**src/rtl/pipe_pkg.sv**
```systemverilog
// Shared constants and types for the pipeline stage registers.
package pipe_pkg;

    // Control-bus bit positions shared by every stage boundary
    localparam int CTRL_REGWRITE    = 0;
    localparam int CTRL_MEMWRITE    = 1;
    localparam int CTRL_MEMTOREG_LO = 2;
    localparam int CTRL_MEMTOREG_HI = 4;

    // PC value presented by an empty stage after reset
    localparam logic [31:0] PC_RESET_DEFAULT = 32'h0000_3000;

    // Payload widths of each stage boundary
    localparam int FD_PAYLOAD_W = 32;   // IR
    localparam int DE_PAYLOAD_W = 160;  // IR, RS, RT, imm, PC+8
    localparam int EM_PAYLOAD_W = 128;  // IR, RT, ALUOut, PC+8
    localparam int MW_PAYLOAD_W = 160;  // IR, ALUOut, DM data, HI, LO

    // Stage occupancy decoded from {main_v, skid_v}
    typedef enum logic [1:0] {
        ST_EMPTY = 2'b00,
        ST_ONE   = 2'b10,
        ST_TWO   = 2'b11
    } slot_state_e;

    // Number of live entries held by the stage
    function automatic logic [1:0] live_count(input logic main_v, input logic skid_v);
        return {1'b0, main_v} + {1'b0, skid_v};
    endfunction

endpackage

```
**src/rtl/pipe_stage_skid_slot.sv**
```systemverilog
// One stage entry register {valid, pc, payload, ctrl} with load and kill.
module pipe_stage_skid_slot
    import pipe_pkg::*;
#(
    parameter int          PAYLOAD_W = 160,
    parameter int          CTRL_W    = 5,
    parameter logic [31:0] PC_RESET  = PC_RESET_DEFAULT
) (
    input  logic                 clk,
    input  logic                 reset,
    input  logic                 load,
    input  logic                 kill,
    input  logic [31:0]          d_pc,
    input  logic [PAYLOAD_W-1:0] d_payload,
    input  logic [CTRL_W-1:0]    d_ctrl,
    output logic                 valid,
    output logic [31:0]          pc,
    output logic [PAYLOAD_W-1:0] payload,
    output logic [CTRL_W-1:0]    ctrl
);

    // Entry register: kill only drops the valid bit, data keeps its stale value
    always_ff @(posedge clk) begin
        // NOTE: sequential state uses non-blocking assignments so every slot samples pre-edge values.
        if (reset) begin
            // NOTE: data registers are reset too, because the main slot's data is visible right after reset.
            valid   <= 1'b0;
            pc      <= PC_RESET;
            payload <= '0;
            ctrl    <= '0;
        end else if (kill) begin
            valid   <= 1'b0;
        end else if (load) begin
            valid   <= 1'b1;
            pc      <= d_pc;
            payload <= d_payload;
            ctrl    <= d_ctrl;
        end
    end

endmodule

```
**src/rtl/pipe_stage_skid.sv**
```systemverilog
// Reusable pipeline stage register with valid/ready handshake and a 2-entry skid buffer.
module pipe_stage_skid
    import pipe_pkg::*;
#(
    parameter int          PAYLOAD_W = 160,
    parameter int          CTRL_W    = 5,
    parameter logic [31:0] PC_RESET  = PC_RESET_DEFAULT,
    parameter int          CNT_W     = 16
) (
    input  logic                 clk,
    input  logic                 reset,
    input  logic                 flush,
    input  logic                 in_valid,
    output logic                 in_ready,
    input  logic [31:0]          in_pc,
    input  logic [PAYLOAD_W-1:0] in_payload,
    input  logic [CTRL_W-1:0]    in_ctrl,
    output logic                 out_valid,
    input  logic                 out_ready,
    output logic [31:0]          out_pc,
    output logic [PAYLOAD_W-1:0] out_payload,
    output logic [CTRL_W-1:0]    out_ctrl,
    output logic [1:0]           occupancy,
    output logic [CNT_W-1:0]     stall_cnt
);

    localparam logic [CNT_W-1:0] CNT_MAX = {CNT_W{1'b1}};

    logic                 main_v, skid_v;
    logic [31:0]          main_pc, skid_pc, main_d_pc;
    logic [PAYLOAD_W-1:0] main_payload, skid_payload, main_d_payload;
    logic [CTRL_W-1:0]    main_ctrl, skid_ctrl, main_d_ctrl;
    logic                 main_load, main_kill, skid_load, skid_kill;
    logic                 accept, issue;
    slot_state_e          state;

    assign state     = slot_state_e'({main_v, skid_v});
    assign in_ready  = ~skid_v & ~reset;
    assign accept    = in_valid & in_ready;
    assign issue     = main_v & out_ready;

    // Main slot refills from the skid entry when one is waiting, keeping FIFO order
    assign main_d_pc      = skid_v ? skid_pc      : in_pc;
    assign main_d_payload = skid_v ? skid_payload : in_payload;
    assign main_d_ctrl    = skid_v ? skid_ctrl    : in_ctrl;

    assign out_valid   = main_v;
    assign out_pc      = main_pc;
    assign out_payload = main_payload;
    assign out_ctrl    = main_v ? main_ctrl : '0;
    assign occupancy   = live_count(main_v, skid_v);

    // Next-state decode: flush empties both slots, otherwise move entries per handshake
    always_comb begin
        // NOTE: every output of this block gets a default first so no latch is inferred.
        main_load = 1'b0;
        main_kill = 1'b0;
        skid_load = 1'b0;
        skid_kill = 1'b0;
        if (flush) begin
            main_kill = 1'b1;
            skid_kill = 1'b1;
        end else begin
            case (state)
                ST_EMPTY: main_load = accept;
                ST_ONE: begin
                    if (accept && issue) main_load = 1'b1;
                    else if (accept)     skid_load = 1'b1;
                    else if (issue)      main_kill = 1'b1;
                end
                ST_TWO: begin
                    if (issue) begin
                        main_load = 1'b1;
                        skid_kill = 1'b1;
                    end
                end
                default: ;
            endcase
        end
    end

    pipe_stage_skid_slot #(
        .PAYLOAD_W(PAYLOAD_W), .CTRL_W(CTRL_W), .PC_RESET(PC_RESET)
    ) u_main (
        .clk(clk), .reset(reset), .load(main_load), .kill(main_kill),
        .d_pc(main_d_pc), .d_payload(main_d_payload), .d_ctrl(main_d_ctrl),
        .valid(main_v), .pc(main_pc), .payload(main_payload), .ctrl(main_ctrl)
    );

    pipe_stage_skid_slot #(
        .PAYLOAD_W(PAYLOAD_W), .CTRL_W(CTRL_W), .PC_RESET(PC_RESET)
    ) u_skid (
        .clk(clk), .reset(reset), .load(skid_load), .kill(skid_kill),
        .d_pc(in_pc), .d_payload(in_payload), .d_ctrl(in_ctrl),
        .valid(skid_v), .pc(skid_pc), .payload(skid_payload), .ctrl(skid_ctrl)
    );

    // Saturating count of cycles the downstream holds off a live entry; flush does not clear it
    always_ff @(posedge clk) begin
        if (reset)
            stall_cnt <= '0;
        else if (main_v && !out_ready && stall_cnt != CNT_MAX)
            stall_cnt <= stall_cnt + 1'b1;
    end

endmodule

```
**config.mk**
```make
export PLATFORM = sky130hd
export DESIGN_NAME = pipe_stage_skid
export DESIGN_NICKNAME = d
export VERILOG_FILES = /design/src/rtl/pipe_pkg.sv /design/src/rtl/pipe_stage_skid_slot.sv /design/src/rtl/pipe_stage_skid.sv
export SDC_FILE = /design/constraint.sdc
export NUM_CORES = 1
export LEC_CHECK = 0
export ABC_AREA = 1
export BUFFER_PORTS_ARGS = -buffer_cell sky130_fd_sc_hd__buf_2
export CORE_AREA = 3 3 169 213
export CTS_CLUSTER_DIAMETER = 150
export CTS_CLUSTER_SIZE = 20
export DETAILED_ROUTE_END_ITERATION = 8
export DIE_AREA = 0 0 172 216
export PLACE_DENSITY = 0.79
export SYNTH_ARGS = -nofsm -noshare
export SYNTH_HDL_FRONTEND = slang
export SYNTH_SLANG_ARGS = --single-unit
```
**constraint.sdc**
```tcl
create_clock -name clk -period 2.61 [get_ports clk]
set_input_delay 0.261 -clock clk [delete_from_list [all_inputs] [get_ports clk]]
set_output_delay 0.261 -clock clk [all_outputs]
set_load 0.03 [all_outputs]
```
Word-level counts from Yosys, hierarchy flattened. Cells that the tools add are included.

$add $sub $neg: 2. Equality and inequality tests: 3. Mux-type cells: 18. Bitwise gates (word level): 7. Reduce and logical (&&, ||, !) cells: 9.

Operator list (number): $mux W160 (1); $mux W32 (1); $add A16 B1 Y16 const B (1); $ne A16 B16 Y1 const B (1); $mux W1 (13); $mux W5 (2); $eq A2 B2 Y1 const B (2); $not A1 Y1 (4); $reduce_and A2 Y1 (2); $reduce_or A2 Y1 (2); $and A1 B1 Y1 (3); $logic_and A1 B1 Y1 (3); $pmux W1 S3 (1); $add A1 B1 Y2 (1); $logic_not A2 Y1 (1); $logic_not A1 Y1 (1).

Bits in registers: 412. Input bits: 202. Output and inout bits: 217. Word-level logic and storage cells: 48.

Logic depth before layout (Yosys ltp).
Word-level depth: 9. Gate-level depth with buffers: 14. Gate-level depth less buffers: 10.

By module. Synthesis repeated with hierarchy kept, for this count alone.

Cells, all modules: 3365. Area, all modules: 20214.4 um^2.

Modules (own cells, without submodules): pipe_stage_skid_slot (times used 2, cells an instance 1271, area an instance 8341.8 um^2, sequential area each 3963.8 um^2); pipe_stage_skid (times used 1, cells an instance 823, area an instance 3530.9 um^2, sequential area each 320.3 um^2).

Worst setup path after synthesis. Ideal clock, no wire load.

Path kind: reg2reg. Start point: reg u_skid.valid. End point: reg u_main.pc[12]. Library setup time: 0.130 ns. Arrival time: 1.987 ns. Required time: 2.480 ns. Setup slack: 0.493 ns. Cell stages (with the launch flop): 14. Path buffers: 4. Clock period less this slack: 2.117 ns. Cells stage by stage: dfxtp_1 > buf_6 > inv_2 > clkbuf_1 > ha_1 > inv_1 > nor2_1 > o21ai_1 > nand2_2 > nand3_4 > buf_4 > buf_2 > nand2_1 > nand3_1.

Longest elaborated chain between the ends: 9. Elaborated cells on any way between the ends: 17. Classes of those cells: eq/ne: 2; mux: 8; bitwise: 4; reduce/logical: 3.

Ends and longest elaborated chain: from (decl) (line pipe_stage_skid_slot.sv:16) `output logic valid,`; from (signal assigned) (line pipe_stage_skid_slot.sv:27) `valid <= 1'b0;`; from (signal assigned) (line pipe_stage_skid_slot.sv:32) `valid <= 1'b0;`; from (signal assigned) (line pipe_stage_skid_slot.sv:34) `valid <= 1'b1;`; $not A1 Y1 (line pipe_stage_skid.sv:38) `assign in_ready = ~skid_v & ~reset;`; $and A1 B1 Y1 (line pipe_stage_skid.sv:38); $and A1 B1 Y1 (line pipe_stage_skid.sv:39) `assign accept = in_valid & in_ready;`; $mux W1 / $logic_and A1 B1 Y1 (equally long branches) (line pipe_stage_skid.sv:68, pipe_stage_skid.sv:67); $mux W1 (line pipe_stage_skid.sv:67) `if (accept && issue) main_load = 1'b1;`; $mux W1 (line pipe_stage_skid.sv:64) `case (state)`; $mux W1 (line pipe_stage_skid.sv:60) `if (flush) begin`; $not A1 Y1 (no line); $reduce_and A2 Y1 (no line); to (signal assigned) (line pipe_stage_skid_slot.sv:35) `pc <= d_pc;`; to (decl) (line pipe_stage_skid_slot.sv:17) `output logic [31:0] pc,`.

Several ways; a longest one is shown, not always the timed one. A chain may end at the register's enable or synchronous reset.

Final worst setup path.
Start point: reg u_skid.valid. End point: reg u_main.payload[31].

Longest elaborated chain between the ends: 9. Elaborated cells on any way between the ends: 17. Classes of those cells: eq/ne: 2; mux: 8; bitwise: 4; reduce/logical: 3.

Ends and longest elaborated chain: $not A1 Y1 (line pipe_stage_skid.sv:38); $and A1 B1 Y1 (line pipe_stage_skid.sv:38); $and A1 B1 Y1 (line pipe_stage_skid.sv:39); $mux W1 / $logic_and A1 B1 Y1 (equally long branches) (line pipe_stage_skid.sv:68, pipe_stage_skid.sv:67); $mux W1 (line pipe_stage_skid.sv:67); $mux W1 (line pipe_stage_skid.sv:64); $mux W1 (line pipe_stage_skid.sv:60); $not A1 Y1 (no line); $reduce_and A2 Y1 (no line); to (signal assigned) (line pipe_stage_skid_slot.sv:36) `payload <= d_payload;`; to (decl) (line pipe_stage_skid_slot.sv:18) `output logic [PAYLOAD_W-1:0] payload,`.

Several ways; a longest one is shown, not always the timed one.

==> flow_summary.yaml <==
place:
  hpwl_um: 32600
  io_buffers: 418
  place_ws_ns: 0.531
  gp_congestion: 0.906
critical_path:
  reg2reg_to: "u_main.payload[31]"
  r2r-start: "u_skid.valid"
  r2r_setup_slack_ns: 0.47
  start_kind: "register"
  cp_data_arrival_time_ns: 2.58
  worstRegToRegCells: 10
  crit_path_max_fanout: 59
  cp-end-kind: "register"
  crit_start: "u_skid.valid"
  critical_path.endpoint: "u_main.payload[31]"
  required_ns: 3.05
  critPathKind: "register to register"
clocking:
  clkLatencyLatePin_ns: 0.55
  clk_pin_slew_ns: 0.08
  htreeDepth: 1
  clkSinkCount: 412
  cts_buffer_depth: 3
  cts_tree: "yes"
  ctsRootBufferMaster: "clkbuf_16"
  ctsResizeCount: 0
  cts_inserted_buffers: 24
synthesis:
  synth_top_family_by_area: "simple AND/OR/NAND/NOR gates"
  yosys.area_share.xor_xnor_pct: 0.287
  synth.distinct_cells: 23
  muxShareOfSynthArea_pct: 0
  synth_fp_nets: 3125
  synth_seq_area_share_pct: 45.0
  synth-seq-cells: 412
  syn_area_um2: 18300
  synth_compound_area_share_pct: 5.95
  yosysWarnings: 0
  avgSynthCellArea_um2: 6.29
  synthCells: 2918
  yosys.area_share.adder_pct: 0.341
  synth-simple-area-share_pct: 38.9
die:
  die-height_um: 216
  core-area_um2: 34200
  design.die.area_um2: 37200
  fp-row-count: 76
  die_x_um: 172
  io_pins: 419
  start_util_pct: 53.6
status:
  outcome: "completed"
global_routing:
  antenna_found_initial: 3
  grt_overflow: 0
  grt_pass1_vias: 17800
  grt_max_degree: 199
  grt_use_total_pct: 27.6
  grt_pass1_wl_um: 86100
detailed_routing:
  antenna_left: 0
  wl_per_cell_um: 14.1
  vias_per_cell: 5.00
  drcViolationCount: 0
  first_pass_iters: 6
  drtIter0Drc: 1510
  vias: 19100
  wirelength_um: 53900
finish:
  multi_input_comb_area_um2: 8350
  drive_gt1_share_pct: 14.3
  fillerInstances: 2811
  final_cell_mix: "1053 x nand2_1, 805 x nor2_1, 418 x buf_2"
  final_common_cell: "nand2_1"
  syn_to_final_growth_pct: 24.7
  final_nets: 3600
  regArea_um2: 8250
sta:
  layout_setup_ws_ns: 0.470
  finalCritPeriodShare_pct: 82.0
  fin_crit_ns: 2.14
  max-slew-margin-rel_pct: 18.3
  max_freq_ghz: 0.467
  setup_violations: 0
  drv_slew: 0
  fin_tns_setup_ns: 0
  hold_viol_final: 0
  rsz0062_at_grt: "no"
  finClkSkew_ns: 0.0167
  tightest_slew_ns: 1.23
power:
  cellPowerDensity_nw_per_um2: 529
  power.switching_mw: 3.26
  ir_drop_mv: 0.571
  p_int_mw: 8.85
  power_leakage_nw: 12.0
  power_frac_clock_pct: 31.2
  finalPower_mw: 12.1
  switching_share_pct: 26.9
  p_comb_share_pct: 14.4
  p_seq_share_pct: 54.4
hold_path:
  min_path_type: "input port to register"
  whs_path_depth: 3
run:
  max_cap_violations: 0
[state kept, by name, indices dropped and copies added, names as in the netlist]
signal	flops
stall_cnt	16
u_main.pc	32
u_main.ctrl	5
u_skid.valid	1
u_skid.payload	160
u_main.payload	160
u_skid.ctrl	5
u_main.valid	1
u_skid.pc	32
[how the worst min path moves through the flow]
| stage | from | to | slack [ns] |
|---|---|---|---|
| after global placement | u_main.pc[13] | u_main.pc[13] | 0.44 |
| after detailed placement | u_main.pc[13] | u_main.pc[13] | 0.44 |
| final | in_payload[60] | u_skid.payload[60] | 0.02 |
| after CTS | in_payload[82] | u_skid.payload[82] | 0.0003 |
| after floorplan | reset | stall_cnt[15] | 0.33 |
| after global routing | in_pc[8] | u_skid.pc[8] | 0.03 |
[per-layer routing]
| metal | up-vias | track usage [%] | wire length [um] |
|---|---|---|---|
| met3 | 149 | 4.27 | 4000 |
| met4 | 2 | 11.7 | 2230 |
| met5 | - | 0 | 13 |
| met2 | 794 | 47.4 | 25800 |
| li1 | 9605 | - | - |
| met1 | 8591 | 34.1 | 21800 |
[final cells by class]
| type | instances | area share [%] |
|---|---|---|
| tap | 429 | 2.35 |
| sequential | 412 | 36.1 |
| timing repair buffer | 624 | 18.6 |
| clock buffer | 26 | 2.75 |
| antenna | 2 | 0.0219 |
| inverter | 220 | 3.69 |
| clock inverter | 1 | 0.0383 |
| multi-input combinational | 2111 | 36.5 |
[metrics by stage]
| stage | instances | hold WS [ns] | cell area (um^2) | utilization (%) |
|---|---|---|---|---|
| 3_5_place_dp | 3620 | 0.445 | 20500 | 59.8 |
| 5_1_grt | 3825 | 0.0280 | 22900 | 66.8 |
| 4_1_cts | 3823 | 0.000318 | 22900 | 66.8 |
| 3_3_place_gp | 3620 | 0.438 | 20500 | 59.8 |
| 2_1_floorplan | 2918 | 0.330 | 18300 | - |
| 6_report | 3825 | 0.0199 | 22900 | 66.8 |
[power groups by stage]
stage	sequential, mW	combinational (mW)	clock, mW
after floorplan	7.02	0.678	0
final	6.58	1.75	3.77
after global routing	6.60	1.93	4.09
after CTS	6.58	1.72	3.87
after detailed placement	6.72	1.50	0
after global placement	6.72	1.47	0
[what timing repair did]
item / CTS / global route
hold buffers: 176 / 0
setup buffers: 0 / 0
endpoints found under the hold margin: 176 / 0
[cell families (layout without fill, tap and decap cells)]
kind of cell | after synthesis | count (layout)
AOI/OAI and AO/OA | 218 | 218
xor gates and xnor gates | 6 | 6
adders and majority gates | 5 | 5
buffers and inverters | 395 | 871
DFF | 412 | 412
other | 0 | 2
and+or+nand+nor | 1882 | 1882
[synth_stat cells]
cell type  number  area, um^2
clkbuf_2        1        5.00
a21oi_1        15        75.1
clkbuf_1      102         383
dfxtp_1       412        8250
buf_1           2        7.51
buf_2          33         165
nand3_4         1        17.5
buf_4          15         113
xnor2_1         4        35.0
inv_1         217         815
o21ai_0       199         996
o21ai_1         4        20.0
buf_6          22         248
nand4_1         7        43.8
nor2_1        805        3020
inv_2           3        11.3
nand2_2         2        12.5
ha_1            5        62.6
nor2_4          1        11.3
xor2_1          2        17.5
nand4_4         1        21.3
nand2_1      1053        3950
nand3_1        12        60.1
[critical path, stage by stage, from the launching register on]
cell and delay (ns):
dfxtp_4 0.40, inv_6 0.07, ha_1 0.20, inv_1 0.06, nor2_1 0.13, nand2_1 0.16, nand3_4 0.20, buf_4 0.52
nand2_1 0.12, nand2_1 0.10, nor2_1 0.06
(Power assumes the default switching activity.)
